### config.mk
export PLATFORM = sky130hd
export DESIGN_NAME = regfile_write_arbiter
export DESIGN_NICKNAME = d
export VERILOG_FILES = /design/src/rtl/regfile_pkg.sv /design/src/rtl/rr_arbiter2.sv /design/src/rtl/regfile_write_arbiter.sv
export SDC_FILE = /design/constraint.sdc
export NUM_CORES = 1
export LEC_CHECK = 0
export BUFFER_PORTS_ARGS = -buffer_cell sky130_fd_sc_hd__buf_2
export CORE_ASPECT_RATIO = 0.7
export CORE_MARGIN = 2
export CORE_UTILIZATION = 47
export CTS_CLUSTER_DIAMETER = 40
export DETAILED_ROUTE_END_ITERATION = 7
export GPL_TIMING_DRIVEN = 0
export PLACE_DENSITY_LB_ADDON = 0.15
export SLEW_MARGIN = 10
export SYNTH_ARGS = -nofsm -noshare
export SYNTH_HDL_FRONTEND = slang
export SYNTH_SLANG_ARGS = --single-unit
### constraint.sdc
create_clock -name clk -period 3.1 [get_ports clk]
set_input_delay 0.465 -clock clk [delete_from_list [all_inputs] [get_ports clk]]
set_output_delay 0.465 -clock clk [all_outputs]
set_load 0.005 [all_outputs]
### src/rtl/regfile_pkg.sv
// Shared constants and helpers for the register-file write path.
package regfile_pkg;

    localparam int unsigned REG_ADDR_W = 5;
    localparam int unsigned REG_DATA_W = 32;
    localparam int unsigned ZERO_REG   = 0;

    // Requester indices: ALU writeback and load/memory writeback.
    localparam logic REQ_ALU = 1'b0;
    localparam logic REQ_MEM = 1'b1;

    // One-hot grant vector for a requester index.
    function automatic logic [1:0] idx_to_onehot(input logic idx);
        return idx ? 2'b10 : 2'b01;
    endfunction

endpackage

### src/rtl/rr_arbiter2.sv
// Two-input round-robin arbiter. The pointer names the requester preferred
// under contention and moves to the losing side after every grant.
module rr_arbiter2
    import regfile_pkg::*;
(
    input  logic       clk,
    input  logic       reset,
    input  logic       en,
    input  logic [1:0] req,
    output logic [1:0] gnt,
    output logic       gnt_idx
);

    logic ptr_q;
    logic ptr_d;

    // Grant selection and next pointer value.
    always_comb begin
        gnt     = 2'b00;
        gnt_idx = REQ_ALU;
        ptr_d   = ptr_q;
        if (en) begin
            case (req)
                2'b01: begin
                    gnt_idx = REQ_ALU;
                    gnt     = idx_to_onehot(REQ_ALU);
                end
                2'b10: begin
                    gnt_idx = REQ_MEM;
                    gnt     = idx_to_onehot(REQ_MEM);
                end
                2'b11: begin
                    gnt_idx = ptr_q;
                    gnt     = idx_to_onehot(ptr_q);
                end
                default: begin
                    gnt_idx = REQ_ALU;
                    gnt     = 2'b00;
                end
            endcase
            if (gnt != 2'b00) begin
                ptr_d = ~gnt_idx;
            end else begin
                ptr_d = ptr_q;
            end
        end else begin
            ptr_d = ptr_q;
        end
    end

    // Priority pointer register; requester 0 preferred out of reset.
    always_ff @(posedge clk or posedge reset) begin
        if (reset) begin
            ptr_q <= REQ_ALU;
        end else begin
            ptr_q <= ptr_d;
        end
    end

endmodule

### src/rtl/regfile_write_arbiter.sv
// Shares the register file write port between ALU and load writeback.
// The accepted write is registered so the register file can sample it on
// the following falling edge; writes to register 0 are dropped and counted.
module regfile_write_arbiter
    import regfile_pkg::*;
#(
    parameter int DATA_W = REG_DATA_W,
    parameter int ADDR_W = REG_ADDR_W,
    parameter int CNT_W  = 8
) (
    input  logic              clk,
    input  logic              reset,
    input  logic              hold,
    input  logic              req0_valid,
    input  logic [ADDR_W-1:0] req0_addr,
    input  logic [DATA_W-1:0] req0_data,
    output logic              req0_ready,
    input  logic              req1_valid,
    input  logic [ADDR_W-1:0] req1_addr,
    input  logic [DATA_W-1:0] req1_data,
    output logic              req1_ready,
    output logic              wr_en,
    output logic [ADDR_W-1:0] wr_addr,
    output logic [DATA_W-1:0] wr_data,
    output logic              zero_write,
    output logic [CNT_W-1:0]  zero_write_count,
    output logic              last_grant
);

    logic [1:0]        gnt_s;
    logic              gnt_idx_s;
    logic              arb_en_s;
    logic [ADDR_W-1:0] sel_addr_s;
    logic [DATA_W-1:0] sel_data_s;

    logic              wr_en_q, wr_en_d;
    logic [ADDR_W-1:0] wr_addr_q, wr_addr_d;
    logic [DATA_W-1:0] wr_data_q, wr_data_d;
    logic              zero_write_q, zero_write_d;
    logic [CNT_W-1:0]  zero_cnt_q, zero_cnt_d;
    logic              last_grant_q, last_grant_d;

    // No grants while frozen or while reset is applied.
    assign arb_en_s = ~hold & ~reset;

    rr_arbiter2 u_arb (
        .clk     (clk),
        .reset   (reset),
        .en      (arb_en_s),
        .req     ({req1_valid, req0_valid}),
        .gnt     (gnt_s),
        .gnt_idx (gnt_idx_s)
    );

    assign req0_ready = gnt_s[0];
    assign req1_ready = gnt_s[1];

    // Route the winning request's payload.
    always_comb begin
        sel_addr_s = req0_addr;
        sel_data_s = req0_data;
        if (gnt_idx_s == REQ_MEM) begin
            sel_addr_s = req1_addr;
            sel_data_s = req1_data;
        end else begin
            sel_addr_s = req0_addr;
            sel_data_s = req0_data;
        end
    end

    // Next write stage: forward accepted writes, filter and count register 0.
    always_comb begin
        wr_en_d      = 1'b0;
        wr_addr_d    = wr_addr_q;
        wr_data_d    = wr_data_q;
        zero_write_d = 1'b0;
        zero_cnt_d   = zero_cnt_q;
        last_grant_d = last_grant_q;
        if (gnt_s != 2'b00) begin
            last_grant_d = gnt_idx_s;
            if (sel_addr_s == ADDR_W'(ZERO_REG)) begin
                zero_write_d = 1'b1;
                if (zero_cnt_q != {CNT_W{1'b1}}) begin
                    zero_cnt_d = zero_cnt_q + {{(CNT_W-1){1'b0}}, 1'b1};
                end else begin
                    zero_cnt_d = zero_cnt_q;
                end
            end else begin
                wr_en_d   = 1'b1;
                wr_addr_d = sel_addr_s;
                wr_data_d = sel_data_s;
            end
        end else begin
            wr_en_d = 1'b0;
        end
    end

    // Output register stage; reset discards any write in flight at once.
    always_ff @(posedge clk or posedge reset) begin
        if (reset) begin
            wr_en_q      <= 1'b0;
            wr_addr_q    <= {ADDR_W{1'b0}};
            wr_data_q    <= {DATA_W{1'b0}};
            zero_write_q <= 1'b0;
            zero_cnt_q   <= {CNT_W{1'b0}};
            last_grant_q <= REQ_ALU;
        end else begin
            wr_en_q      <= wr_en_d;
            wr_addr_q    <= wr_addr_d;
            wr_data_q    <= wr_data_d;
            zero_write_q <= zero_write_d;
            zero_cnt_q   <= zero_cnt_d;
            last_grant_q <= last_grant_d;
        end
    end

    assign wr_en            = wr_en_q;
    assign wr_addr          = wr_addr_q;
    assign wr_data          = wr_data_q;
    assign zero_write       = zero_write_q;
    assign zero_write_count = zero_cnt_q;
    assign last_grant       = last_grant_q;

endmodule

==> flow_metrics.py <==
metrics = {
    "floorplanning": {
        "coreArea_um2": 4700,
        "die_h_um": 62.0,
        "dieWidth_um": 86.8,
        "rows": 21,
        "dieArea_um2": 5380,
        "initial_core_util_pct": 48.0,
        "io_pins": 129,
    },
    "placed_design": {
        "gp_congestion": 0.870,
        "place_ws_ps": 882,
        "dp.cells": 438,
        "hpwl_um": 4460,
        "io_buffers": 128,
    },
    "setup_path": {
        "cp_max_fo": 10,
        "crit_type": "register to primary output",
        "worstPathArrival_ps": 1570,
        "end_kind": "primary output",
        "r2r-start": "u_arb.ptr_q$_DFFE_PP0P_",
        "cp-start-kind": "register",
        "critical_path_required_ps": 2630,
        "critPathLaunch": "u_arb.ptr_q$_DFFE_PP0P_",
    },
    "clock_tree": {
        "clk_path_buf_depth": 2,
        "cts_resized": 0,
        "h-tree-depth": 2,
        "numCtsBuffers": 5,
        "cts_sinks": 49,
        "cts_hold_buf": 0,
        "clk_pin_slew_ps": 80,
        "tritoncts": "yes",
        "post_cts_buffers": 0,
        "clkLatencyLatePin_ps": 290,
        "cts_root_buf": "clkbuf_8",
    },
    "pwr": {
        "peakVddDrop_mv": 0.295,
        "p_leak_nw": 1.63,
        "p_per_area_nw_per_um2": 539,
    },
    "sta": {
        "setup_viol": 0,
        "finalHoldViolations": 0,
        "whs_ps": 208,
        "grt_setup_unrepaired": "no",
        "fmax_ghz": 0.492,
        "setup_slack_ps": 1070,
        "worst_pin_slew_ps": 521,
        "maxSlewHeadroom_pct": 65.2,
        "finalSetupTns_ps": 0,
        "min_period_over_period_pct": 65.6,
        "finalMaxSlewViolations": 0,
        "skew_ps": 2.48,
        "finalCriticalPeriod_ps": 2030,
    },
    "logic_synthesis": {
        "synth_top_cell_area_share_pct": 54.4,
        "synth_area_leaders": "dfrtp_1 54%, nand2_1 12%, a31oi_1 9.4%",
        "synth_area_leader_cell": "dfrtp_1",
        "postSynthCellCount": 252,
        "synth_xor_area_share_pct": 2.72,
        "synthArstFlopShare_pct": 100,
        "ys_ff_latch": 49,
        "synth_top_family_by_area": "simple AND/OR/NAND/NOR gates",
        "yosysSeqAreaShare_pct": 54.4,
        "ys_types": 24,
        "synth_flop_cell": "dfrtp_1",
        "synthMuxAreaShare_pct": 0.499,
        "synth.most_common_cell": "nand2_1",
        "synth_commonest_cells": "75 x nand2_1, 49 x dfrtp_1, 36 x nor2_1",
        "yosysWarnings": 0,
        "syn_area_per_cell_um2": 8.95,
        "synth_compound_area_share_pct": 12.6,
        "synth_edf_count": 0,
        "yosys.area_share.simple_pct": 25.5,
        "synthAdderAreaFrac_pct": 0.555,
        "syn-num-nets": 332,
        "synth_area_um2": 2260,
    },
    "route": {
        "wl_per_cell_um": 13.1,
        "drt-initial-drc-count": 106,
        "first_pass_iters": 4,
        "vias_per_cell": 4.93,
        "wl_um": 5830,
        "vias": 2196,
        "route.detailed.drc": 0,
        "drtAntennaViolNets": 0,
    },
    "outcome": {
        "status": "finished clean",
    },
    "grt": {
        "antenna_found_initial": 0,
        "grt_pass1_wl_um": 9160,
        "grt_max_degree": 27,
        "overflow": 0,
        "grt_use_total_pct": 22.2,
        "grt_pass1_vias": 1915,
    },
    "layout": {
        "syn_to_final_growth_pct": 36.3,
        "num-fill-cells": 424,
        "drive_gt1_share_pct": 38.1,
        "regArea_um2": 1230,
        "multi_input_area_um2": 943,
        "diodes": 0,
        "fin_util_pct": 65.4,
        "nets": 468,
        "stdcell_count": 445,
    },
    "hold_path": {
        "hold_path_class": "input port to asynchronous set/reset pin",
    },
    "flow_run": {
        "cap_viol_max_count": 0,
    },
}
-- sequential cells by signal, indices dropped and copies added, names as in the netlist --
register,cells
wr_addr,5
wr_en,1
zero_write,1
zero_write_count,8
last_grant,1
wr_data,32
u_arb.ptr_q,1
-- power by group --
part	internal, mW	total, mW	switching [mW]
Sequential	0.775	0.849	0.0743
Clock	0.178	0.378	0.201
Combinational	0.217	0.431	0.214
-- through the flow --
stage                     power (mW)  area [um^2]
after CTS                       1.67         3070
after floorplan                 1.06         2260
after global placement          1.28         2970
after global routing            1.77         3070
final                           1.66         3070
after detailed placement        1.30         2990
-- cells in the final DEF (no fill, tap or decap), types with 2 or more instances in the layout --
| cell type | netlist | layout |
|---|---|---|
| buf_2 | 3 | 131 |
| nand2_1 | 75 | 75 |
| dfrtp_1 | 49 | 49 |
| nor2_1 | 36 | 36 |
| a31oi_1 | 34 | 34 |
| clkbuf_1 | 11 | 12 |
| xor2_1 | 7 | 7 |
| inv_1 | 7 | 6 |
| clkbuf_8 | 0 | 6 |
| nand3_1 | 4 | 4 |
| nor3_1 | 4 | 4 |
| and4_1 | 3 | 3 |
| a22oi_1 | 3 | 3 |
| o21ai_1 | 3 | 3 |
| or4_4 | 2 | 2 |
| nor2_4 | 2 | 2 |
-- critical path, cell delays in order, from the launching register on --
cell,delay (ps)
dfrtp_1,360
nand2b_1,110
nand3_1,100
inv_1,140
clkbuf_1,370
buf_2,190
-- cell type report --
type,instances,area share (%)
Sequential cell,49,39.9
Multi-Input combinational cell,181,30.7
Timing Repair Buffer,129,21.5
Clock buffer,7,2.81
Tap cell,57,2.32
Buffer,15,1.95
Inverter,7,0.855
-- logic make-up after synthesis --
family          after synthesis
flops                        49
mux                           1
simple gates                130
compound gates               42
buf+inv                      22
fa+ha+maj                     1
xor+xnor                      7
-- worst paths after layout --
check,to,slack (ps),cells after the start
hold reg to reg,last_grant$_DFFE_PP0P_,500,2
max in group asynchronous,wr_data[0]$_DFFE_PP0P_,2380,3
setup / recovery,req1_ready,1070,5
min in group clk,wr_data[17]$_DFFE_PP0P_,410,3
hold / removal,wr_data[28]$_DFFE_PP0P_,210,2
setup reg to reg,wr_data[3]$_DFFE_PP0P_,1200,7
-- routing by layer --
metal	vias up	global-route usage [%]	routed length (um)
met5	-	0	0
met4	0	4.24	19
met3	2	4.89	379
met2	80	34.1	2530
met1	997	32.9	2890
li1	1117	-	-
Note: power is estimated with default switching activity, not from simulation.
